<file path="src/rtl/multi_alarm_pkg.sv">
// Shared time-of-day types and the hh:mm:ss increment used by alarm editing.
// The same carry rules serve the time-set logic elsewhere in the clock.
package multi_alarm_pkg;

  localparam int TIME_W  = 18;
  localparam int FIELD_W = 6;
  localparam logic [FIELD_W-1:0] HOUR_MAX = 6'd23;
  localparam logic [FIELD_W-1:0] MIN_MAX  = 6'd59;
  localparam logic [FIELD_W-1:0] SEC_MAX  = 6'd59;

  typedef enum logic [1:0] {ST_IDLE, ST_RING, ST_SNOOZE} state_e;
  typedef enum logic [1:0] {FLD_SEC, FLD_MIN, FLD_HOUR} field_e;

  // Increment one field of {hour,min,sec}; sec carries to min, min to hour, hour wraps at 23.
  function automatic logic [TIME_W-1:0] time_inc(input field_e fld, input logic [TIME_W-1:0] t);
    logic [FIELD_W-1:0] h, m, s;
    logic carry_m, carry_h;
    h = t[17:12];
    m = t[11:6];
    s = t[5:0];
    carry_m = 1'b0;
    carry_h = 1'b0;
    if (fld == FLD_SEC) begin
      if (s >= SEC_MAX) begin
        s = '0;
        carry_m = 1'b1;
      end else begin
        s = s + 6'd1;
      end
    end
    if (fld == FLD_MIN || carry_m) begin
      if (m >= MIN_MAX) begin
        m = '0;
        carry_h = 1'b1;
      end else begin
        m = m + 6'd1;
      end
    end
    if (fld == FLD_HOUR || carry_h) begin
      if (h >= HOUR_MAX) h = '0;
      else h = h + 6'd1;
    end
    return {h, m, s};
  endfunction

endpackage

</file>
<file path="src/rtl/multi_alarm_channel.sv">
// One alarm channel: stored time, match against the running clock, and the
// IDLE/RING/SNOOZE machine with ring timeout and snooze countdown.
module multi_alarm_channel
  import multi_alarm_pkg::*;
#(
  parameter int RING_SECS   = 60,
  parameter int SNOOZE_SECS = 300,
  parameter int MAX_SNOOZE  = 3
) (
  input  logic              clk,
  input  logic              rst_n,
  input  logic              sec_tick,
  input  logic [TIME_W-1:0] cur_clock,
  input  logic              en,
  input  logic              edit,
  input  field_e            field,
  input  logic              guard,
  input  logic              stop,
  input  logic              snooze,
  output state_e            state,
  output state_e            state_nxt,
  output logic [TIME_W-1:0] time_nxt
);

  localparam int RING_W = $clog2(RING_SECS + 1);
  localparam int WAIT_W = $clog2(SNOOZE_SECS + 1);
  localparam int SNZ_W  = (MAX_SNOOZE > 0) ? $clog2(MAX_SNOOZE + 1) : 1;
  localparam logic [RING_W-1:0] RING_LAST = RING_W'(RING_SECS - 1);
  localparam logic [WAIT_W-1:0] WAIT_LOAD = WAIT_W'(SNOOZE_SECS);
  localparam logic [WAIT_W-1:0] WAIT_ONE  = WAIT_W'(1);
  localparam logic [SNZ_W-1:0]  SNZ_MAX   = SNZ_W'(MAX_SNOOZE);

  logic [TIME_W-1:0] alm_time_q;
  logic [RING_W-1:0] ring_cnt, ring_cnt_nxt;
  logic [WAIT_W-1:0] wait_cnt, wait_cnt_nxt;
  logic [SNZ_W-1:0]  snz_cnt, snz_cnt_nxt;
  logic              match;

  // A channel being edited is never allowed to fire on its own half-entered time.
  assign match = sec_tick && en && !guard && (cur_clock == alm_time_q);

  always_ff @(posedge clk or negedge rst_n) begin
    if (!rst_n) begin
      alm_time_q <= '0;
      state      <= ST_IDLE;
      ring_cnt   <= '0;
      wait_cnt   <= '0;
      snz_cnt    <= '0;
    end else begin
      alm_time_q <= time_nxt;
      state      <= state_nxt;
      ring_cnt   <= ring_cnt_nxt;
      wait_cnt   <= wait_cnt_nxt;
      snz_cnt    <= snz_cnt_nxt;
    end
  end

  always_comb begin
    state_nxt    = state;
    ring_cnt_nxt = ring_cnt;
    wait_cnt_nxt = wait_cnt;
    snz_cnt_nxt  = snz_cnt;
    time_nxt     = edit ? time_inc(field, alm_time_q) : alm_time_q;
    if (!en) begin
      state_nxt = ST_IDLE;
    end else if (edit) begin
      state_nxt = ST_IDLE;
    end else begin
      case (state)
        ST_IDLE: begin
          if (match) begin
            state_nxt    = ST_RING;
            ring_cnt_nxt = '0;
            snz_cnt_nxt  = '0;
          end
        end
        ST_RING: begin
          if (stop) begin
            state_nxt = ST_IDLE;
          end else if (snooze) begin
            if (snz_cnt < SNZ_MAX) begin
              state_nxt    = ST_SNOOZE;
              wait_cnt_nxt = WAIT_LOAD;
              snz_cnt_nxt  = snz_cnt + 1'b1;
            end else begin
              state_nxt = ST_IDLE;
            end
          end else if (sec_tick) begin
            if (ring_cnt == RING_LAST) state_nxt = ST_IDLE;
            else ring_cnt_nxt = ring_cnt + 1'b1;
          end
        end
        ST_SNOOZE: begin
          if (stop) begin
            state_nxt = ST_IDLE;
          end else if (match) begin
            state_nxt    = ST_RING;
            ring_cnt_nxt = '0;
          end else if (sec_tick) begin
            if (wait_cnt <= WAIT_ONE) begin
              state_nxt    = ST_RING;
              ring_cnt_nxt = '0;
              wait_cnt_nxt = '0;
            end else begin
              wait_cnt_nxt = wait_cnt - 1'b1;
            end
          end
        end
        default: state_nxt = ST_IDLE;
      endcase
    end
  end

endmodule

</file>
<file path="src/rtl/multi_alarm.sv">
// N_ALARM independent alarm channels with key editing, a display mux for the
// selected channel, and combined ring indication for the buzzer/LED driver.
module multi_alarm
  import multi_alarm_pkg::*;
#(
  parameter int N_ALARM     = 4,
  parameter int RING_SECS   = 60,
  parameter int SNOOZE_SECS = 300,
  parameter int MAX_SNOOZE  = 3,
  localparam int SELW       = (N_ALARM > 1) ? $clog2(N_ALARM) : 1
) (
  input  logic               clk,
  input  logic               rst_n,
  input  logic               sec_tick,
  input  logic [TIME_W-1:0]  cur_clock,
  input  logic               set_mode,
  input  logic [SELW-1:0]    sel,
  input  logic               hourkey,
  input  logic               minkey,
  input  logic               seckey,
  input  logic [N_ALARM-1:0] en,
  input  logic               stop,
  input  logic               snooze,
  output logic [TIME_W-1:0]  alarm_time,
  output logic [N_ALARM-1:0] ringing,
  output logic               alarming,
  output logic [SELW-1:0]    ring_ch
);

  logic              key_any;
  field_e            field;
  logic [N_ALARM-1:0] guard, edit, ring_nxt;
  state_e            ch_state [N_ALARM];
  state_e            ch_state_nxt [N_ALARM];
  logic [TIME_W-1:0] ch_time_nxt [N_ALARM];
  logic [TIME_W-1:0] alarm_time_nxt;
  logic [SELW-1:0]   ring_ch_nxt;

  // Simultaneous keys collapse to the highest-priority one.
  assign key_any = hourkey | minkey | seckey;
  assign field   = hourkey ? FLD_HOUR : (minkey ? FLD_MIN : FLD_SEC);

  for (genvar c = 0; c < N_ALARM; c++) begin : g_ch
    assign guard[c]   = set_mode && (sel == SELW'(c));
    assign edit[c]    = guard[c] && key_any;
    assign ringing[c] = (ch_state[c] == ST_RING);

    multi_alarm_channel #(
      .RING_SECS  (RING_SECS),
      .SNOOZE_SECS(SNOOZE_SECS),
      .MAX_SNOOZE (MAX_SNOOZE)
    ) u_ch (
      .clk      (clk),
      .rst_n    (rst_n),
      .sec_tick (sec_tick),
      .cur_clock(cur_clock),
      .en       (en[c]),
      .edit     (edit[c]),
      .field    (field),
      .guard    (guard[c]),
      .stop     (stop),
      .snooze   (snooze),
      .state    (ch_state[c]),
      .state_nxt(ch_state_nxt[c]),
      .time_nxt (ch_time_nxt[c])
    );
  end

  // Registered outputs are built from next-state so they line up with ringing.
  always_comb begin
    ring_nxt       = '0;
    alarm_time_nxt = '0;
    ring_ch_nxt    = '0;
    for (int c = 0; c < N_ALARM; c++) begin
      ring_nxt[c] = (ch_state_nxt[c] == ST_RING);
      if (sel == SELW'(c)) alarm_time_nxt = ch_time_nxt[c];
    end
    for (int c = N_ALARM - 1; c >= 0; c--) begin
      if (ring_nxt[c]) ring_ch_nxt = SELW'(c);
    end
  end

  always_ff @(posedge clk or negedge rst_n) begin
    if (!rst_n) begin
      alarm_time <= '0;
      alarming   <= 1'b0;
      ring_ch    <= '0;
    end else begin
      alarm_time <= alarm_time_nxt;
      alarming   <= |ring_nxt;
      ring_ch    <= ring_ch_nxt;
    end
  end

endmodule
</file>
<file path="config.mk">
export PLATFORM = sky130hd
export DESIGN_NAME = multi_alarm
export DESIGN_NICKNAME = d
export VERILOG_FILES = /design/src/rtl/multi_alarm_pkg.sv /design/src/rtl/multi_alarm_channel.sv /design/src/rtl/multi_alarm.sv
export SDC_FILE = /design/constraint.sdc
export NUM_CORES = 1
export LEC_CHECK = 0
export ABC_AREA = 1
export CAP_MARGIN = 15
export CORE_AREA = 2 2 163 165
export CTS_CLUSTER_SIZE = 12
export DETAILED_ROUTE_END_ITERATION = 10
export DIE_AREA = 0 0 165 167
export PLACE_DENSITY = 0.62
export SLEW_MARGIN = 5
export SYNTH_ARGS = -nofsm -noshare
export SYNTH_HDL_FRONTEND = slang
export SYNTH_SLANG_ARGS = --single-unit
</file>
<file path="constraint.sdc">
create_clock -name clk -period 5.7 [get_ports clk]
set_input_delay 1.14 -clock clk [delete_from_list [all_inputs] [get_ports clk]]
set_output_delay 1.14 -clock clk [all_outputs]
set_load 0.005 [all_outputs]
</file>
* Word-level counts from Yosys, hierarchy flattened *
Index checks and enable logic that the tools add are counted.

operators by class
  bitwise logic cells = 6
  muxes and demuxes = 198
  eq/ne operators = 73
  add/sub/neg operators = 24
  reductions and logical operators = 63
  $lt $le $gt $ge = 20

operators with widths
  operator                                                count
  2-to-1 mux 6 bit                                        60
  2-to-1 mux 9 bit                                        28
  2-to-1 mux 18 bit                                       8
  2-to-1 mux 2 bit                                        69
  adder 6 x 1 -> 6 bit (second input constant)            16
  == test 18 bit                                          4
  case mux 6 bit (3 select lines)                         4
  case mux 9 bit (2 select lines)                         4
  inequality test 2 bit (second input constant)           32
  >= comparator 6 bit (second input constant)             8
  AND reduction 11 bit                                    4
  <= comparator 9 x 1 -> 1 bit (second input constant)    4
  AND reduction 9 bit                                     4
  subtractor 9 x 1 -> 9 bit (second input constant)       4
  AND reduction 7 bit                                     4
  == test 6 bit (second input constant)                   4
  >= comparator 6 x 5 -> 1 bit (second input constant)    4
  case mux 2 bit (3 select lines)                         4
  == test 2 x 1 -> 1 bit (second input constant)          10
  logical AND 1 bit                                       20
  2-to-1 mux 1 bit                                        17
  inequality test 2 x 1 -> 1 bit (second input constant)  8
  case mux 2 bit (2 select lines)                         4
  nonzero test 2 bit                                      8
  other kinds (12)                                        52

storage, ports and cells
  output and inout port bits = 25
  input bits = 33
  flip-flop bits (word level) = 169

* Longest topological paths before layout *
Gate-level depths: netlist (run 1).

  depth in word-level cells = 15
  gate-level depth with buffers = 15
  depth with buffers taken out = 14

* Cells and area by module *
From an unflattened synthesis (run 1), not the netlist that was laid out.

unflattened totals
  cell total of the unflattened synthesis = 1666
  area, all modules = 11959.0 sq um

modules (own cells, without submodules)
  module                              sequential area each (sq um)  cells each  area each (sq um)  times used
  multi_alarm_channel (g_ch[1].u_ch)  925.9                         376         2703.8             1
  multi_alarm_channel (g_ch[3].u_ch)  925.9                         374         2695.1             1
  multi_alarm_channel (g_ch[2].u_ch)  925.9                         372         2661.3             1
  multi_alarm_channel (g_ch[0].u_ch)  925.9                         379         2652.5             1
  multi_alarm                         525.5                         165         1246.2             1

* Worst setup path before layout (run 1) *
OpenSTA, ideal clock, no wires.

  kind = input port to flip-flop
  start point = input port hourkey
  end point = register g_ch[1].u_ch.wait_cnt[8]
  stages = 13
  buffers on the path = 1
  arrival = 2.387 ns
  required time = 5.579 ns
  path slack = 3.192 ns
  cell sequence = nor2_2 -> inv_2 -> nor2_8 -> inv_2 -> nand2_4 -> nand2_1 -> nor3_2 -> inv_1 -> nor2_4 -> nand2_4 -> buf_6 -> nand2_1 -> o21ai_2

between the ends
  cells in the longest elaborated chain, start to end = 5

ends and longest elaborated chain
  element                               line                       RTL
  from (decl)                           multi_alarm.sv:18          input logic hourkey,
  OR 1 bit (2 in a row)                 multi_alarm.sv:40          assign key_any = hourkey | minkey | seckey;
  logical AND 1 bit                     multi_alarm.sv:45          assign edit[c] = guard[c] && key_any;
  inverter 1 bit (no source line)       n/a
  AND reduction 9 bit (no source line)  n/a
  to (signal assigned)                  multi_alarm_channel.sv:53  wait_cnt <= wait_cnt_nxt;
  to (decl)                             multi_alarm_channel.sv:35  logic [WAIT_W-1:0] wait_cnt, wait_cnt_nxt;

No other way between the ends.
A chain may end at the register's enable or synchronous reset.

* Worst setup path after layout (run 1) *
  start point = input port sec_tick
  end point = register g_ch[1].u_ch.ring_cnt[1]

between the ends
  cells in the longest elaborated chain, start to end = 6
  elaborated cells on any way between the ends = 11
  classes of those cells = eq/ne: 4; mux: 3; reduce/logical: 4

ends and longest elaborated chain
  element                          line                       RTL
  from (decl)                      multi_alarm.sv:14          input logic sec_tick,
  logical AND 1 bit (3 in a row)   multi_alarm_channel.sv:40  assign match = sec_tick && en && !guard && (cur_clock == alm_time_q);
  2-to-1 mux 6 bit                 multi_alarm_channel.sv:96  end else if (match) begin
  2-to-1 mux 6 bit                 multi_alarm_channel.sv:94  if (stop) begin
  case mux 6 bit (3 select lines)  multi_alarm_channel.sv:69  case (state)
  to (signal assigned)             multi_alarm_channel.sv:52  ring_cnt <= ring_cnt_nxt;
  to (decl)                        multi_alarm_channel.sv:34  logic [RING_W-1:0] ring_cnt, ring_cnt_nxt;

Several ways; a longest one is shown, not always the timed one. The select of a mux whose other input is x is not followed.

==> results of run 1 <==
## cells in the mapped netlist, types with 2 or more instances
cell type and count:
nand3b_1 5, o21ai_0 82, dfrtp_1 169, o21a_1 2
xor2_1 39, ha_1 28, nor3_2 4, o2111ai_1 4
o211ai_1 7, a21oi_1 63, inv_1 201, buf_2 7
a21oi_4 3, nand4_1 55, inv_2 19, o22ai_1 4
clkbuf_2 2, nand2_2 13, nor3_1 38, nor2_1 160
and3_1 2, xnor2_1 15, clkbuf_1 4, nand2_4 3
clkinv_1 2, o21ai_2 20, nor3b_1 3, a31oi_1 3
nor4_1 4, o21ai_1 29, nand3_2 2, nand2_1 461
or2_2 20, buf_4 2, nor2_2 8, o21bai_1 2
o31ai_1 2, buf_6 5, nor2_4 9, nand3_1 84
nor2_8 3, nor4_2 2
## cells by family (layout without fill, tap and decap cells)
group | count (synthesis) | in the layout | synth area share (%)
xor gates and xnor gates | 54 | 54 | 4.16
buffers and inverters | 245 | 314 | 8.64
DFF | 169 | 169 | 37.2
AOI/OAI and AO/OA | 230 | 230 | 12.0
and+or+nand+nor | 881 | 881 | 34.9
adders and majority gates | 28 | 28 | 3.08
## flip-flops by register name, summed over array words and instances, names as in the netlist
signal                count
g_ch.u_ch.alm_time_q     72
g_ch.u_ch.wait_cnt       36
g_ch.u_ch.ring_cnt       24
alarm_time               18
g_ch.u_ch.snz_cnt         8
g_ch.u_ch.state           8
ring_ch                   2
alarming                  1
## layout make-up
class | instances | area, um2 | area share, %
Tap cell | 335 | 419 | 3.26
Clock buffer | 19 | 433 | 3.36
Inverter | 224 | 848 | 6.59
Multi-Input combinational cell | 1193 | 6170 | 47.9
Clock inverter | 12 | 190 | 1.48
Timing Repair Buffer | 59 | 587 | 4.56
Sequential cell | 169 | 4230 | 32.9
## worst max-delay path, delay by kind of cell
kind,cells,cell delay (ps)
and+or+nand+nor,7,1150
buffers and inverters,1,1030
AOI/OAI and AO/OA,2,430
## worst max-delay path by stage
stage               startpoint                       end  slack, ps  depth (start not counted)
finish                sec_tick  g_ch[1].u_ch.ring_cnt[1]       2230                         10
global route          sec_tick  g_ch[3].u_ch.wait_cnt[4]       2100                          9
CTS                   sec_tick  g_ch[1].u_ch.ring_cnt[1]       2290                         10
detailed placement    sec_tick  g_ch[1].u_ch.ring_cnt[1]       1840                         10
global placement      sec_tick  g_ch[1].u_ch.ring_cnt[1]       1890                         10
floorplan              hourkey  g_ch[1].u_ch.wait_cnt[8]       3190                         13
## metal layers
metal	GRT usage, %	up-vias	part of all wire, %
met4	6.81	0	1.7
met1	35.7	4976	47
met5	0	-	0
met3	3.41	34	5.2
met2	38.4	313	46
li1	-	5305	-
## power groups by stage
| stage | clock [mW] | sequential, mW | combinational [mW] |
|---|---|---|---|
| after detailed placement | 0 | 1.69 | 1.25 |
| after CTS | 1.30 | 1.68 | 1.26 |
| after global placement | 0 | 1.70 | 1.25 |
| final | 1.28 | 1.69 | 1.27 |
| after floorplan | 0 | 1.63 | 0.841 |
| after global routing | 1.34 | 1.72 | 1.44 |
## placed cells by master, fill, tap and decap left out, types with 3 or more instances in the layout
master,instances
inv_6,4
or2_2,20
nor2_8,3
ha_1,28
inv_2,19
nand4_1,55
nand3b_1,5
o21ai_2,20
inv_1,201
a21oi_4,3
o21ai_1,29
xor2_1,39
xnor2_1,15
nor4_1,4
nand3_1,84
a31oi_1,3
nand2_2,13
a21oi_1,63
nor3_1,38
nor3_2,4
o21ai_0,82
nand2_1,461
bufinv_16,4
clkbuf_16,17
nor2_2,8
o2111ai_1,4
nor2_4,9
dfrtp_1,169
o211ai_1,7
nand2_4,3
clkdlybuf4s50_1,56
nor2_1,160
nor3b_1,3
o22ai_1,4
## per-stage QoR
stage | total power [mW] | util (%) | setup slack [ps] | area (um2) | std cells
floorplan | 2.47 | - | 3190 | 11400 | 1607
global route | 4.50 | 50.0 | 2100 | 12900 | 2011
finish | 4.24 | 50.0 | 2230 | 12900 | 2011
CTS | 4.24 | 50.0 | 2290 | 12900 | 2011
detailed placement | 2.95 | 47.5 | 1840 | 12200 | 1980
global placement | 2.95 | 47.5 | 1890 | 12200 | 1980
==> qor.csv, run 1 <==
stage;metric;value;unit
sta;finClkSkew;14.2;ps
yosys;yosysSeqAreaShare;37.2;%
yosys;ys.flop_type;dfrtp_1;
power;cellPowerDensity;329;nW/um2
critical_path;worstReg2RegStart;g_ch[1].u_ch.alm_time_q[6];
yosys;synthArstFlopShare;100;%
final_layout;diodes;0;
routing;final_antenna_net_count;0;
grt;grt_antenna_before_repair;0;
sta;maxSlewHeadroom;35.5;%
critical_path;crit_chain;clkdlybuf4s50_1, nand2_1, nor3_1, nand2_1, nor2_1, nand3_2, nand2_2, o211ai_1, nand2_1, o21ai_2;
placed_design;numPortBuffers;57;
critical_path;slowest_delay;1030;ps
sta;slew_viol_final;0;
sta;setup_viol_count_final;0;
critical_path;cp-end-kind;flop;
final_layout;nFillCells;2579;
power;p_int;2.63;mW
floorplan;core-area;25800;um2
placed_design;hpwl;25.1;mm
sta;worstMarginPinSlew;964;ps
grt;grt_max_degree;102;
clock_network;cts-resized-gates;0;
sta;whs;497;ps
yosys;synthDominantCellAreaShare;37.2;%
grt;grt_usage;24.6;%
yosys;netlist_area;11400;um2
power;power.switching;1.60;mW
grt;grt_pass1_wl;53.4;mm
power;pwr-share-clk;30.1;%
grt;grt_remaining_overflow;0;
yosys;synth_edf_count;0;
clock_network;postCtsSetupBuffers;0;
critical_path;r2r_slack;3380;ps
clock_network;clk_latency;440;ps
floorplan;die-area;27600;um2
routing;drc;0;
yosys;ys_types;59;
floorplan;pin_count;58;
min_path;hold_start;g_ch[1].u_ch.snz_cnt[1];
sta;period_share;60.8;%
floorplan;die_h;167;um
yosys;synthCells;1607;
routing;wl_per_cell;16.3;um
floorplan;die_w;165;um
power;p_leak;6.23;nW
flow_run;maxCapViolCount;0;
sta;rsz0062_at_grt;false;
critical_path;path_max_fanout;17;
floorplan;rows;59;
critical_path;startpoint_type;input pin;
yosys;ys_ff_latch;169;
yosys;synth_nets;1668;
yosys;yosysTopAreaCell;dfrtp_1;
critical_path;cp.required;5990;ps
routing;via_per_inst;5.28;
placed_design;gp_congestion;0.996;
sta;fin_crit;3470;ps
clock_network;clockBufferDepth;2;
sta;hold_violations;0;
critical_path;crit_path_top_delay_cell;clkdlybuf4s50_1;
critical_path;worstPathArrival;3760;ps
min_path;hold_end;g_ch[1].u_ch.snz_cnt[1];
clock_network;cts_htree_levels;4;
routing;drt_first_pass_iters;6;
clock_network;holdBufCountCts;0;
yosys;yosys_warnings;0;
floorplan;start_util;44.2;%
routing;wl;32.9;mm
clock_network;cts_buffers;17;
grt;grt_pass1_vias;10100;
sta;max_freq;289;MHz
clock_network;clk_pin_slew_worst_paths;70;ps
critical_path;crit_path_frequent_cell;nand2_1;
routing;num_vias;10600;
min_path;hp-class;reg2reg;
power;p_sw_share;37.8;%
critical_path;reg2reg_depth;10;
clock_network;numClockSinks;169;
clock_network;cts_tree;done;
final_layout;drive_gt1_share;8.71;%
yosys;synth.avg_cell_area;7.08;um2
critical_path;crit_type;in2reg;
power;seq_power_share;39.8;%
sta;setup_tns;0;ps
outcome;status;completed;
power;power_frac_comb;30.1;%
clock_network;clockRootBuffer;clkbuf_16;
final_layout;syn_to_final_growth;13.1;%
routing;drt_iter0_drc;897;
yosys;synth.area.top_cells;dfrtp_1 37%, nand2_1 15%, inv_1 6.6%;
final_layout;nets;1725;
critical_path;r2r-end;g_ch[1].u_ch.ring_cnt[1];
power;ir_drop;0.205;mV
min_path;hold_path_depth;2;
Note: power is estimated with default switching activity, not from simulation.
==> run 2: changes to the inputs <==
- clock period: 5.7 -> 3.4 ns (I/O delays scaled with it)
==> qor.csv, run 2 (synthesis gave the netlist of run 1 again) <==
stage;metric;value;unit
outcome;status;completed;
grt;grt_pass1_vias;10200;
routing;drt_iter0_drc;910;
placed_design;hpwl;25.7;mm
final_layout;layout_common_cells;461 x nand2_1, 201 x inv_1, 169 x dfrtp_1;
power;cellPowerDensity;534;nW/um2
clock_network;clockBufferDepth;2;
placed_design;numPortBuffers;57;
critical_path;worstReg2RegStart;g_ch[1].u_ch.wait_cnt[0];
final_layout;reg_top3;g_ch.u_ch.alm_time_q x72, g_ch.u_ch.wait_cnt x36, g_ch.u_ch.ring_cnt x24;
critical_path;cp.required;2720;ps
sta;hold_violations;0;
placed_design;gp_congestion;0.976;
routing;final_antenna_net_count;0;
floorplan;pin_count;58;
sta;setup_tns;0;ps
critical_path;cp-end-kind;primary output;
clock_network;cts_tree;done;
sta;rsz0062_at_grt;false;
sta;whs;234;ps
floorplan;die-area;27600;um2
sta;period_share;82.5;%
placed_design;placed_area;12400;um2
power;p_int;4.14;mW
floorplan;rows;59;
sta;finClkSkew;17.6;ps
clock_network;clockRootBuffer;clkbuf_16;
power;pwr-share-clk;27.2;%
critical_path;crit_path_frequent_cell;inv_1;
critical_path;r2r-end;g_ch[1].u_ch.ring_cnt[1];
critical_path;path_max_fanout;11;
clock_network;cts_htree_levels;4;
sta;setup_viol_count_final;0;
routing;wl_per_cell;16.3;um
clock_network;clk_pin_slew_worst_paths;70;ps
routing;drt_first_pass_iters;6;
critical_path;reg2reg_depth;8;
power;power.switching;2.75;mW
final_layout;top_register;g_ch.u_ch.alm_time_q;
critical_path;crit_path_top_delay_cell;clkdlybuf4s50_1;
routing;drc;0;
routing;wl;33.0;mm
min_path;hp-class;in2async;
routing;num_vias;10700;
clock_network;cts_buffers;17;
power;power_frac_comb;31.5;%
clock_network;clk_latency;440;ps
final_layout;largest_reg_flops;72;
critical_path;worstPathArrival;2130;ps
floorplan;start_util;44.2;%
critical_path;crit_chain;inv_1, nand2_1, inv_1, clkdlybuf4s50_1;
clock_network;postCtsSetupBuffers;0;
grt;grt_pass1_wl;54.3;mm
critical_path;critPathCapture;ringing[2];
critical_path;crit_start;g_ch[2].u_ch.state[1];
clock_network;numClockSinks;169;
final_layout;syn_to_final_growth;13.3;%
critical_path;r2r_slack;1130;ps
final_layout;diodes;0;
final_layout;nets;1737;
final_layout;drive_gt1_share;9.47;%
flow_run;maxCapViolCount;0;
final_layout;final_common_cell;nand2_1;
clock_network;holdBufCountCts;0;
power;ir_drop;0.298;mV
power;seq_power_share;41.4;%
floorplan;die_w;165;um
grt;grt_max_degree;58;
critical_path;crit_type;reg2out;
floorplan;core-area;25800;um2
grt;grt_usage;25.0;%
critical_path;startpoint_type;flop;
sta;fin_crit;2810;ps
clock_network;cts-resized-gates;0;
routing;via_per_inst;5.30;
power;p_leak;6.25;nW
sta;slew_viol_final;0;
floorplan;die_h;167;um
grt;grt_antenna_before_repair;0;
grt;grt_remaining_overflow;0;
sta;worstMarginPinSlew;921;ps
sta;maxSlewHeadroom;38.4;%
final_layout;fin_area;12900;um2
power;p_sw_share;39.9;%
sta;max_freq;356;MHz
critical_path;slowest_delay;550;ps
[run 2: changes by cell type in the layout (fill, tap and decap cells not counted)]
cell,before,now
clkinv_2,0,3
inv_8,1,2
bufinv_16,4,0
clkbuf_1,2,1
clkinvlp_4,2,3
buf_4,2,13
inv_6,4,5
buf_12,0,1
[run 2: power by group through the flow]
stage	Sequential (mW)	Combinational [mW]	Clock [mW]
global route	2.89	2.46	1.99
CTS	2.83	2.14	1.91
floorplan	2.73	1.41	0
finish	2.85	2.17	1.87
global placement	2.87	2.12	0
detailed placement	2.86	2.13	0
[run 2: area by class of cell]
| type | instances | area [um2] |
|---|---|---|
| Fill cell | 2579 | 12900 |
| Multi-Input combinational cell | 1193 | 6170 |
| Sequential cell | 169 | 4230 |
| Inverter | 224 | 848 |
| Timing Repair Buffer | 71 | 689 |
| Clock buffer | 18 | 429 |
| Tap cell | 335 | 419 |
| Clock inverter | 14 | 113 |
[run 2: how the worst min path moves through the flow]
stage / end / slack (ps) / cells past startpoint
finish: g_ch[0].u_ch.alm_time_q[6] / 230 / 1
global route: g_ch[2].u_ch.wait_cnt[0] / 260 / 1
detailed placement: g_ch[1].u_ch.snz_cnt[1] / 480 / 2
CTS: g_ch[2].u_ch.wait_cnt[1] / 250 / 1
global placement: g_ch[0].u_ch.snz_cnt[1] / 480 / 2
floorplan: alarm_time[0] / 380 / 0
[run 2: routing by layer]
metal | global-route usage, % | wire length (um) | up-vias
li1 | - | - | 5328
met1 | 36.0 | 15600 | 5043
met2 | 38.2 | 14700 | 311
met3 | 4.61 | 1890 | 52
met4 | 7.33 | 747 | 0
met5 | 0 | 0 | -
[run 2: worst max-delay path: cells and delay by family, from the launching register on]
kind                   cells  cell delay [ps]
buffers and inverters      3              990
flip-flops                 1              400
AND/OR/NAND/NOR            1              290
[run 2: through the flow]
stage / total power [mW] / worst slack (ps) / utilization [%] / std cells
6_report: 6.89 / 594 / 50.0 / 2024
4_1_cts: 6.88 / 574 / 50.0 / 2024
2_1_floorplan: 4.14 / 1350 / - / 1607
3_5_place_dp: 4.99 / 287 / 47.9 / 1992
5_1_grt: 7.34 / 436 / 50.0 / 2024
3_3_place_gp: 4.98 / 320 / 47.9 / 1992
==> run 3: changes to the inputs <==
- PLACE_DENSITY: 0.62 -> 0.64
- clock period: 3.4 -> 2.29 ns (I/O delays scaled with it)
==> qor.csv, run 3 (synthesis gave the netlist of run 1 again) <==
stage;metric;value;unit
outcome;status;completed;
critical_path;startpoint_type;flop;
power;p_int;6.82;mW
routing;routed-wl-met2;15.0;mm
floorplan;die_h;167;um
floorplan;start_util;44.2;%
sta;finClkSkew;11.4;ps
min_path;hp-class;in2async;
routing;wl;33.4;mm
routing;num_vias;11200;
power;total_power;10.9;mW
sta;whs;475;ps
final_layout;stdcell_count;2174;
critical_path;path_max_fanout;6;
critical_path;reg2reg_depth;11;
placed_design;hpwl;26.2;mm
routing;wl_met3;1.59;mm
sta;setup_tns;0;ps
routing;top_layer;met4;
power;ir_drop;0.475;mV
placed_design;dp.cells;2136;
sta;worstMarginPinSlew;497;ps
power;pwr-share-clk;27.8;%
floorplan;die-area;27600;um2
critical_path;cp.required;1830;ps
clock_network;cts_htree_levels;4;
routing;wl_per_cell;15.3;um
final_layout;reg_top3;g_ch.u_ch.alm_time_q x72, g_ch.u_ch.wait_cnt x36, g_ch.u_ch.ring_cnt x24;
grt;grt_remaining_overflow;0;
routing;drt_iter0_drc;996;
routing;final_antenna_net_count;0;
sta;maxSlewHeadroom;66.6;%
placed_design;placed_area;13500;um2
placed_design;dp_slack;-357;ps
grt;grt_pass1_wl;54.7;mm
floorplan;core-area;25800;um2
final_layout;nets;1887;
final_layout;final_common_cell;nand2_1;
final_layout;drive_gt1_share;17.3;%
sta;setup_viol_count_final;0;
floorplan;die_w;165;um
final_layout;final_util;55.1;%
final_layout;fin_area;14200;um2
critical_path;crit_start;g_ch[0].u_ch.state[0];
power;power_frac_comb;33.8;%
clock_network;clockBufferDepth;2;
flow_run;maxCapViolCount;0;
grt;grt_usage;25.2;%
power;p_sw_share;37.5;%
power;seq_power_share;38.5;%
power;power.switching;4.09;mW
critical_path;cp-end-kind;primary output;
final_layout;layout_common_cells;458 x nand2_1, 198 x inv_1, 169 x dfrtp_1;
clock_network;cts_buffers;17;
floorplan;pin_count;58;
final_layout;top_register;g_ch.u_ch.alm_time_q;
clock_network;cts_tree;done;
sta;hold_violations;0;
placed_design;gp_congestion;0.955;
placed_design;numPortBuffers;57;
clock_network;clockRootBuffer;clkbuf_16;
sta;layout_setup_ws;73.3;ps
grt;grt_pass1_vias;10900;
final_layout;syn_to_final_growth;24.9;%
sta;fin_crit;2220;ps
floorplan;rows;59;
clock_network;clk_pin_slew_worst_paths;70;ps
final_layout;diodes;0;
power;cellPowerDensity;768;nW/um2
routing;drt_first_pass_iters;5;
critical_path;worstReg2RegStart;g_ch[0].u_ch.alm_time_q[0];
final_layout;largest_reg_flops;72;
critical_path;worstPathArrival;1760;ps
sta;rsz0062_at_grt;false;
sta;period_share;96.8;%
routing;drc;0;
routing;via_per_inst;5.15;
sta;slew_viol_final;0;
routing;met1_length;15.8;mm
critical_path;crit_type;reg2out;
clock_network;numClockSinks;169;
grt;grt_antenna_before_repair;0;
clock_network;clk_latency;440;ps
grt;grt_max_degree;63;
power;p_leak;7.09;nW
sta;max_freq;451;MHz
run 3: changes by cell type in the layout (fill, tap and decap cells not counted), sizes merged:
cell           previous run  this run
buf                      15       163
clkdlybuf4s50            56        50
dlymetal6s2s              0         6
inv                     228       225
bufinv                    0         2
clkbuf                   18        20
clkinv                    7         6
dlygate4sd3               0         1
nand3b                    6         7
run 3: worst paths after layout:
check,endpoint,slack [ps]
max in group asynchronous,g_ch[0].u_ch.alm_time_q[4],1160
min in group clk,g_ch[3].u_ch.wait_cnt[7],500
worst max register to register,alarm_time[7],170
worst min-delay path,g_ch[0].u_ch.alm_time_q[11],470
worst max-delay path,ringing[0],70
worst min register to register,g_ch[3].u_ch.wait_cnt[7],500
run 3: critical path, cell delays in order (launching register included):
cell and delay [ps]:
dfrtp_1 420, inv_2 100, nor2_2 250, clkdlybuf4s50_1 560
run 3: layer usage:
metal	global-route usage, %	up-vias
li1	-	5631
met1	36.0	5190
met2	39.3	313
met3	3.44	66
met4	8.36	0
met5	0	-
run 3: area by class of cell:
type                       instances  area, um2
clock inverter                    12        139
fill                            2450      11600
timing repair buffer             220       1900
multi-input combinational       1194       6200
inverter                         224        848
sequential                       169       4230
clock buffer                      20        467
tap                              335        419
run 3: power by group through the flow:
| stage | clock, mW | sequential, mW | combinational, mW |
|---|---|---|---|
| 2_1_floorplan | 0 | 4.05 | 2.09 |
| 3_3_place_gp | 0 | 4.22 | 3.56 |
| 3_5_place_dp | 0 | 4.22 | 3.60 |
| 4_1_cts | 3.08 | 4.18 | 3.63 |
| 5_1_grt | 3.21 | 4.27 | 4.12 |
| 6_report | 3.03 | 4.19 | 3.69 |
run 3: what timing repair did:
action | in CTS | in global routing
hold buffers | 1 | 0
gates resized for setup | 1 | 18
pin swaps | 0 | 2
endpoints found under the setup margin | 1 | 47
setup buffers | 0 | 4
gates cloned | 0 | 1
endpoints found under the hold margin | 29 | 0
